File: src/rtl/muldiv_unit.sv
`default_nettype none
// ============================================================================
//  Module   : muldiv_unit
//  Purpose  : Sequential 16x16 unsigned multiply / 16/16 unsigned divide unit.
//             Operands come from two register-file read ports. The 32-bit
//             result goes back to the register file as two consecutive
//             writes: the low word to dest_addr, then the high word to
//             dest_addr+1.
//             Multiply : radix-2 shift-add.
//                        lo = product[15:0], hi = product[31:16].
//             Divide   : restoring shift-subtract.
//                        lo = quotient, hi = remainder.
//             Div by 0 : skips the iteration phase.
//                        lo = 16'hFFFF, hi = dividend, dbz set.
//  Ports    : clk        rising-edge clock
//             rst_n      asynchronous active-low reset
//             start      request strobe, sampled only while idle
//             op         0 = multiply, 1 = divide
//             r_bus      operand A (multiplicand / dividend)
//             s_bus      operand B (multiplier / divisor)
//             dest_addr  destination register for the low word
//             busy       operation in flight
//             d_write    register-file write strobe
//             d_addr     register-file write address
//             d_bus      register-file write data
//             done       one-cycle pulse on the final (high-word) write
//             dbz        sticky divide-by-zero flag, cleared by next start
//  Revision : 1.0  initial release
// ============================================================================
module muldiv_unit (
   input  logic        clk,
   input  logic        rst_n,
   input  logic        start,
   input  logic        op,
   input  logic [15:0] r_bus,
   input  logic [15:0] s_bus,
   input  logic [3:0]  dest_addr,
   output logic        busy,
   output logic        d_write,
   output logic [3:0]  d_addr,
   output logic [15:0] d_bus,
   output logic        done,
   output logic        dbz
);

   typedef enum logic [1:0] {
      ST_IDLE  = 2'd0,
      ST_CALC  = 2'd1,
      ST_WR_LO = 2'd2,
      ST_WR_HI = 2'd3
   } state_t;

   state_t      r_state;
   state_t      w_next;

   logic        r_op;
   logic [15:0] r_a;
   logic [15:0] r_b;
   logic [3:0]  r_dest;
   logic [4:0]  r_cnt;
   logic [15:0] r_hi;     // product high half / partial remainder
   logic [15:0] r_lo;     // multiplier being shifted out / quotient shifted in
   logic        r_dbz;

   logic        w_accept;
   logic        w_dz;
   logic        w_last;
   logic [16:0] w_madd;
   logic [16:0] w_prem;
   logic [16:0] w_diff;
   logic        w_fits;

   assign w_accept = (r_state == ST_IDLE) && start;
   assign w_dz     = op && (s_bus == 16'd0);
   assign w_last   = (r_cnt == 5'd15);

   // Multiply step: conditional add into the high half. The 17th bit is the
   // carry, which is shifted down into the high half on the same edge.
   assign w_madd   = {1'b0, r_hi} + (r_lo[0] ? {1'b0, r_a} : 17'd0);

   // Divide step: 17-bit partial remainder formed by shifting in the next
   // dividend bit. A non-negative trial difference means the divisor fits.
   assign w_prem   = {r_hi, r_lo[15]};
   assign w_diff   = w_prem - {1'b0, r_b};
   assign w_fits   = ~w_diff[16];

   // ------------------------------------------------------------------
   // State register
   // ------------------------------------------------------------------
   always_ff @(posedge clk or negedge rst_n) begin
      if (!rst_n) begin
         r_state <= ST_IDLE;
      end else begin
         r_state <= w_next;
      end
   end

   // ------------------------------------------------------------------
   // Next state and state-decoded outputs
   // ------------------------------------------------------------------
   always_comb begin
      w_next  = r_state;
      busy    = 1'b0;
      d_write = 1'b0;
      d_addr  = 4'd0;
      d_bus   = 16'd0;
      done    = 1'b0;
      case (r_state)
         ST_IDLE: begin
            if (start) begin
               w_next = w_dz ? ST_WR_LO : ST_CALC;
            end
         end
         ST_CALC: begin
            busy = 1'b1;
            if (w_last) begin
               w_next = ST_WR_LO;
            end
         end
         ST_WR_LO: begin
            busy    = 1'b1;
            d_write = 1'b1;
            d_addr  = r_dest;
            d_bus   = r_lo;
            w_next  = ST_WR_HI;
         end
         ST_WR_HI: begin
            busy    = 1'b1;
            d_write = 1'b1;
            d_addr  = r_dest + 4'd1;   // wraps 15 -> 0
            d_bus   = r_hi;
            done    = 1'b1;
            w_next  = ST_IDLE;
         end
         default: begin
            w_next = ST_IDLE;
         end
      endcase
   end

   // ------------------------------------------------------------------
   // Operand latches, iteration counter and datapath
   // ------------------------------------------------------------------
   always_ff @(posedge clk or negedge rst_n) begin
      if (!rst_n) begin
         r_op   <= 1'b0;
         r_a    <= 16'd0;
         r_b    <= 16'd0;
         r_dest <= 4'd0;
         r_cnt  <= 5'd0;
         r_hi   <= 16'd0;
         r_lo   <= 16'd0;
         r_dbz  <= 1'b0;
      end else if (w_accept) begin
         r_op   <= op;
         r_a    <= r_bus;
         r_b    <= s_bus;
         r_dest <= dest_addr;
         r_cnt  <= 5'd0;
         r_dbz  <= w_dz;
         if (w_dz) begin
            // Result is final already; the write states just emit it.
            r_hi <= r_bus;
            r_lo <= 16'hFFFF;
         end else begin
            r_hi <= 16'd0;
            r_lo <= op ? r_bus : s_bus;
         end
      end else if (r_state == ST_CALC) begin
         r_cnt <= r_cnt + 5'd1;
         if (!r_op) begin
            {r_hi, r_lo} <= {w_madd, r_lo[15:1]};
         end else begin
            // The remainder is always below the divisor, so 16 bits hold it.
            r_hi <= w_fits ? w_diff[15:0] : w_prem[15:0];
            r_lo <= {r_lo[14:0], w_fits};
         end
      end
   end

   assign dbz = r_dbz;

endmodule
`default_nettype wire

File: config.mk
export PLATFORM = sky130hd
export DESIGN_NAME = muldiv_unit
export DESIGN_NICKNAME = d
export VERILOG_FILES = /design/src/rtl/muldiv_unit.sv
export SDC_FILE = /design/constraint.sdc
export NUM_CORES = 1
export LEC_CHECK = 0
export CORE_MARGIN = 4
export CORE_UTILIZATION = 40
export DETAILED_ROUTE_END_ITERATION = 6
export PLACE_DENSITY = 0.7
export SKIP_LAST_GASP = 1
export SLEW_MARGIN = 20
export SYNTH_ARGS = -nofsm -noshare
export SYNTH_HDL_FRONTEND = slang
export SYNTH_SLANG_ARGS = --single-unit
File: constraint.sdc
create_clock -name clk -period 3.8 [get_ports clk]
set_input_delay 0.57 -clock clk [delete_from_list [all_inputs] [get_ports clk]]
set_output_delay 0.57 -clock clk [all_outputs]
set_load 0.02 [all_outputs]
**Yosys cells after proc, flatten, opt, wreduce, memory -nomap -nowiden**

Cells that the tools add are included.
W data, S select, Z words.

- Flip-flop bits (word level): 77
- Bits in latches: 0
- Memory bits (writable): 0
- ROM bits: 0
- Input bits: 40
- Output and inout port bits: 24
- Word-level logic and storage cells: 50
- Memories: 0

- $add $sub $neg: 4
- Multipliers: 0
- Divide/modulo/power cells: 0
- Order comparisons: 0
- Equal/unequal tests: 6
- Shift-type cells: 0
- Muxes and demuxes: 22
- Bitwise logic cells: 1
- Reductions and logical operators: 8

Operators by type and width:

| kind | number |
|---|---|
| $mux W16 | 11 |
| $pmux W16 S2 | 1 |
| $add A16 B16 Y17 | 1 |
| $sub A17 B16 Y17 | 1 |
| $logic_not A16 Y1 | 1 |
| $mux W5 | 2 |
| $pmux W2 S4 | 1 |
| $pmux W4 S2 | 1 |
| $mux W2 | 3 |
| $add A5 B1 Y5 const B | 1 |
| $eq A5 B4 Y1 const B | 1 |
| $add A4 B1 Y4 const B | 1 |
| $eq A2 B2 Y1 const B | 2 |
| $ne A2 B2 Y1 const B | 2 |
| $mux W1 | 3 |
| $reduce_or A3 Y1 | 1 |
| $eq A2 B1 Y1 const B | 1 |
| $logic_and A1 B1 Y1 | 2 |
| $logic_not A2 Y1 | 1 |
| $reduce_and A2 Y1 | 1 |
| $reduce_bool A2 Y1 | 1 |
| $reduce_or A2 Y1 | 1 |
| $not A1 Y1 | 1 |

**Depth between registers and ports, before layout**

- Depth in word-level cells: 5
- Gate-level depth with buffers: 12

**Worst setup path after synthesis**

Ideal clock, no wire load.

- Kind: reg2reg
- Start: register r_lo[0]
- End: register r_hi[13]
- Library setup time: 0.082 ns
- Arrival time: 2.624 ns
- Required time: 3.718 ns
- Setup slack: 1.094 ns
- Cell stages (with the launch flop): 13
- Period minus slack after synthesis: 2.706 ns
- Cells stage by stage: dfrtp_1 > buf_2 > and2_1 > ha_1 > fa_1 > a21o_1 > a311o_1 > a31oi_1 > o21ai_0 > a31oi_1 > xnor2_1 > a22oi_1 > a31oi_1

- Longest elaborated chain between the ends: 5

Ends and longest elaborated chain:

| element | line | source |
|---|---|---|
| start, declared | 62 | `logic [15:0] r_lo;` |
| start signal, assigned | 167 | `r_lo <= op ? r_bus : s_bus;` |
| start signal, assigned | 172 | `{r_hi, r_lo} <= {w_madd, r_lo[15:1]};` |
| start signal, assigned | 176 | `r_lo <= {r_lo[14:0], w_fits};` |
| $mux W16 | 79 | `assign w_madd = {1'b0, r_hi} + (r_lo[0] ? {1'b0, r_a} : 17'd0);` |
| $add A16 B16 Y17 | 79 |  |
| $mux W16 | 171 | `if (!r_op) begin` |
| $mux W16 | 169 | `end else if (r_state == ST_CALC) begin` |
| $mux W16 | 154 | `end else if (w_accept) begin` |
| end signal, assigned | 163 | `r_hi <= r_bus;` |
| end signal, assigned | 172 |  |
| end signal, assigned | 175 | `r_hi <= w_fits ? w_diff[15:0] : w_prem[15:0];` |
| end, declared | 61 | `logic [15:0] r_hi;` |

No other way between the ends. The select of a mux whose other input is x is not followed.
A chain may end at the register's enable or synchronous reset.

**Final worst setup path**

- Start: register r_state[0]
- End: output port d_bus[11]

- Longest elaborated chain between the ends: 2
- Elaborated cells on any way between the ends: 3
- Those cells by class: 2 x eq/ne; 1 x mux

Ends and longest elaborated chain:

| element | line | source |
|---|---|---|
| start, declared | 53 | `state_t r_state;` |
| start signal, assigned | 94 | `r_state <= w_next;` |
| $eq A2 B2 Y1 | 108 | `case (r_state)` |
| $pmux W16 S2 * | 108 |  |
| end, declared | 41 | `output logic [15:0] d_bus,` |

Mark *: on every way between the ends. The rest lies on a longest branch, timed or not.

==> report_table.html <==
<table>
<tr><th>Metric</th><th>Value</th></tr>
<tr><th colspan="2">Clock network</th></tr>
<tr><td>CTS tree</td><td>yes</td></tr>
<tr><td>Number of buffers between clock root and the deepest sink</td><td>2</td></tr>
<tr><td>Clock-pin transition on the worst setup and hold timing paths</td><td>60 ps</td></tr>
<tr><td>Worst-Skew Late Latency</td><td>350 ps</td></tr>
<tr><td>Hold buffers post-CTS</td><td>0</td></tr>
<tr><td>Number of H-tree levels</td><td>3</td></tr>
<tr><td>Post-CTS Setup Repair Bufs</td><td>0</td></tr>
<tr><td>Cts repair resizes</td><td>0</td></tr>
<tr><td>Cts bufs inserted</td><td>9</td></tr>
<tr><td>Clock sink count</td><td>77</td></tr>
<tr><td>Root Driver</td><td>sky130_fd_sc_hd__clkbuf_16</td></tr>
<tr><th colspan="2">STA</th></tr>
<tr><td>RSZ-0062 raised after global routing</td><td>no</td></tr>
<tr><td>Worst hold slack</td><td>332 ps</td></tr>
<tr><td>Share of the cycle needed by the critical path after routing</td><td>80.9%</td></tr>
<tr><td>Setup skew after layout</td><td>7.91 ps</td></tr>
<tr><td>Final hold violations</td><td>0</td></tr>
<tr><td>Transition time at the pin with the least slew margin</td><td>1060 ps</td></tr>
<tr><td>Final setup TNS</td><td>0 ps</td></tr>
<tr><td>Relative slew margins</td><td>29.4%</td></tr>
<tr><td>Worst setup margin</td><td>725 ps</td></tr>
<tr><td>Final count of pins violating max slew</td><td>0</td></tr>
<tr><td>Count of endpoints failing setup in the final report</td><td>0</td></tr>
<tr><td>F_max</td><td>325 MHz</td></tr>
<tr><td>Fin crit period</td><td>3080 ps</td></tr>
<tr><th colspan="2">Floorplanning</th></tr>
<tr><td>I/O Pins</td><td>64</td></tr>
<tr><td>Horizontal extent of the die</td><td>129 µm</td></tr>
<tr><td>Die Outline Area</td><td>0.0167 mm²</td></tr>
<tr><td>Core area</td><td>0.0145 mm²</td></tr>
<tr><td>Die Span Y</td><td>129 µm</td></tr>
<tr><td>Std-Cell Rows</td><td>44</td></tr>
<tr><td>Initial Util</td><td>40.6%</td></tr>
<tr><th colspan="2">Cells and area</th></tr>
<tr><td>Post-layout instance area</td><td>0.00702 mm²</td></tr>
<tr><td>Number of fill cells</td><td>1,387</td></tr>
<tr><td># diodes</td><td>0</td></tr>
<tr><td>Layout overhead on the synthesized area</td><td>19.5%</td></tr>
<tr><td>Finished Core Util</td><td>48.5%</td></tr>
<tr><td>Count of nets after finishing</td><td>819</td></tr>
<tr><td>Top library cells by usage in the layout, fill and taps aside</td><td>sky130_fd_sc_hd__nand2_1, sky130_fd_sc_hd__dfrtp_1, sky130_fd_sc_hd__clkdlybuf4s50_1, sky130_fd_sc_hd__nor2_1, sky130_fd_sc_hd__o21ai_0</td></tr>
<tr><td>Area used by multi-input combinational logic</td><td>0.00366 mm²</td></tr>
<tr><td>Proportion of layout cells with a drive suffix above 1</td><td>6.75%</td></tr>
<tr><td>Post-Layout Cell Count</td><td>925</td></tr>
<tr><td>Combined flip-flop and latch cell area</td><td>0.00193 mm²</td></tr>
<tr><td>Most frequent standard cell in the layout excluding fill and tap cells</td><td>sky130_fd_sc_hd__nand2_1</td></tr>
<tr><th colspan="2">Job</th></tr>
<tr><td>MaxCap Viol Count</td><td>0</td></tr>
<tr><th colspan="2">Yosys</th></tr>
<tr><td>Fraction of post-synthesis cell area in the top cell type by area</td><td>32.8%</td></tr>
<tr><td>Total number of yosys warnings</td><td>0</td></tr>
<tr><td>EDFF count, synth</td><td>0</td></tr>
<tr><td>Post-Syn Instances</td><td>688</td></tr>
<tr><td>Top cells by area in the synthesized netlist</td><td>sky130_fd_sc_hd__dfrtp_1, sky130_fd_sc_hd__ha_1, sky130_fd_sc_hd__nand2_1</td></tr>
<tr><td>Share of synthesized registers carrying an async set or reset</td><td>100%</td></tr>
<tr><td>Post-synth cell types</td><td>72</td></tr>
<tr><td>Flop and latch count out of synthesis</td><td>77</td></tr>
<tr><td>Per-instance average area after synthesis</td><td>8.54 µm²</td></tr>
<tr><td>Sequential cell area fraction in the yosys report</td><td>32.8%</td></tr>
<tr><td>Netlist area before placement</td><td>0.00588 mm²</td></tr>
<tr><td>Most area-hungry cell type in the Yosys netlist</td><td>sky130_fd_sc_hd__dfrtp_1</td></tr>
<tr><td>Predominant post-synthesis flop cell</td><td>sky130_fd_sc_hd__dfrtp_1</td></tr>
<tr><td>Total nets after synthesis</td><td>770</td></tr>
<tr><th colspan="2">Worst setup path</th></tr>
<tr><td>Reg-to-reg startpoint</td><td>r_lo[0]</td></tr>
<tr><td>Worst setup slack for register-to-register paths</td><td>820 ps</td></tr>
<tr><td>Crit Path Max Fanout</td><td>19</td></tr>
<tr><td>Worst r2r path cells</td><td>10</td></tr>
<tr><td>Worst flop-to-flop path endpoint</td><td>r_hi[12]</td></tr>
<tr><td>Data arrival time at the worst-slack endpoint</td><td>2510 ps</td></tr>
<tr><td>Type of the setup path with the least slack</td><td>reg -&gt; out</td></tr>
<tr><td>Sort of element at the start of the critical path</td><td>flop</td></tr>
<tr><td>Worst path required time</td><td>3230 ps</td></tr>
<tr><td>CP Capture Type</td><td>output pin</td></tr>
<tr><th colspan="2">Power</th></tr>
<tr><td>Total power per unit cell area</td><td>1150 mW/mm²</td></tr>
<tr><td>Leakage power figure</td><td>3.15 nW</td></tr>
<tr><td>Tot Pwr</td><td>8.09 mW</td></tr>
<tr><td>Worst-case vdd ir drop</td><td>0.000366 V</td></tr>
<tr><th colspan="2">Placed design</th></tr>
<tr><td>GP Congestion</td><td>0.943</td></tr>
<tr><td>Post-Place Worst Slack</td><td>707 ps</td></tr>
<tr><td>Half-perimeter wire length of the detailed placement result</td><td>13,200 µm</td></tr>
<tr><td>Placed instance area</td><td>0.00668 mm²</td></tr>
<tr><td>DP Cell Count</td><td>910</td></tr>
<tr><td>Number of buffer cells added on primary ports</td><td>63</td></tr>
<tr><th colspan="2">Min path</th></tr>
<tr><td>Worst min-delay path category</td><td>in -&gt; async</td></tr>
<tr><th colspan="2">Run status</th></tr>
<tr><td>Run status</td><td>completed</td></tr>
<tr><th colspan="2">Route</th></tr>
<tr><td>Mean number of vias per cell</td><td>6.00</td></tr>
<tr><td>Post-route DRC violation count</td><td>0</td></tr>
<tr><td>Uppermost layer routed</td><td>met4</td></tr>
<tr><td>First-iteration detailed-routing DRC count</td><td>449</td></tr>
<tr><td>Detailed-route wire length per cell</td><td>19.4 µm</td></tr>
<tr><td>Routed length on met3</td><td>1500 µm</td></tr>
<tr><td>Wl on met1</td><td>8090 µm</td></tr>
<tr><td>Met2 layer wire length in the routed design</td><td>7770 µm</td></tr>
<tr><td>Post-Route WL</td><td>17,900 µm</td></tr>
<tr><td>ANT nets after route</td><td>0</td></tr>
<tr><td>Total iterations of the first detailed-routing run</td><td>7</td></tr>
<tr><td>Routed vias</td><td>5,549</td></tr>
<tr><th colspan="2">GRT</th></tr>
<tr><td>Maximum number of pins on one net before global-route repair</td><td>69</td></tr>
<tr><td>Gr ovfl total</td><td>0</td></tr>
<tr><td>First-pass GRT wire length</td><td>29,000 µm</td></tr>
<tr><td>GRT Resource Usage Total</td><td>22.2%</td></tr>
<tr><td>Number of antenna violations at the first check in global routing</td><td>0</td></tr>
<tr><td>Via count of the first global-routing pass</td><td>5,342</td></tr>
</table>
[registers in the layout (all words and copies together), names as in the netlist]
register	cells
dbz	1
r_a	16
r_b	16
r_cnt	5
r_dest	4
r_hi	16
r_lo	16
r_op	1
r_state	2
[critical path, stage by stage, from the launching register on]
cell and delay (ps):
sky130_fd_sc_hd__dfrtp_1 390, sky130_fd_sc_hd__ha_1 750, sky130_fd_sc_hd__a22o_1 370, sky130_fd_sc_hd__clkdlybuf4s50_1 640
[how the worst max path moves through the flow]
| stage | from | endpoint | slack, ps |
|---|---|---|---|
| CTS | r_state[0] | d_bus[11] | 760 |
| floorplan | r_lo[0] | r_hi[13] | 1090 |
| global route | r_state[0] | d_bus[11] | 630 |
| global placement | s_bus[2] | r_hi[3] | 770 |
| finish | r_state[0] | d_bus[11] | 720 |
| detailed placement | s_bus[9] | r_hi[6] | 710 |
[cells in the mapped netlist, drive strengths merged (2+ instances only)]
library cell	instances
a2111oi	2
a211o	2
a211oi	24
a21o	10
a21oi	38
a221oi	7
a22o	19
a22oi	7
a311o	2
a31oi	25
and2	18
and3	8
buf	13
clkbuf	26
dfrtp	77
fa	2
ha	40
inv	33
mux2	2
mux2i	34
nand2	97
nand2b	4
nand3	13
nand4	3
nor2	56
nor2b	3
nor3	6
nor4	3
o211a	2
o211ai	6
o21a	5
o21ai	45
o21bai	3
o22ai	3
o31a	3
o31ai	3
or2	2
xnor2	16
xor2	9
[where the power goes]
| group | switching [mW] | leakage, nW | internal (mW) |
|---|---|---|---|
| Clock | 0.351 | 0.172 | 0.673 |
| Combinational | 3.12 | 2.04 | 2.30 |
| Sequential | 0.414 | 0.934 | 1.23 |
| Total | 3.88 | 3.15 | 4.21 |
[layout make-up]
| cell class | instances | area share, % |
|---|---|---|
| Clock buffer | 11 | 3.60 |
| Clock inverter | 4 | 1.35 |
| Inverter | 33 | 1.76 |
| Multi-Input combinational cell | 539 | 52.1 |
| Sequential cell | 77 | 27.4 |
| Tap cell | 184 | 3.28 |
| Timing Repair Buffer | 77 | 10.4 |
[layer usage]
metal | track usage (%) | vias up
met5 | 0 | -
met4 | 8.46 | 0
met3 | 6.02 | 42
met2 | 32.7 | 240
met1 | 31.0 | 2663
li1 | - | 2604
[cell families after synthesis]
logic type / after synthesis / share of synthesized area, %
and+or+nand+nor: 220 / 17.3
AOI/OAI and AO/OA: 216 / 25.8
DFF: 77 / 32.8
buffers and inverters: 72 / 4.96
adders and majority gates: 42 / 9.20
muxes: 36 / 6.24
xor gates and xnor gates: 25 / 3.72
No activity file was read; power rests on OpenSTA's default activity.
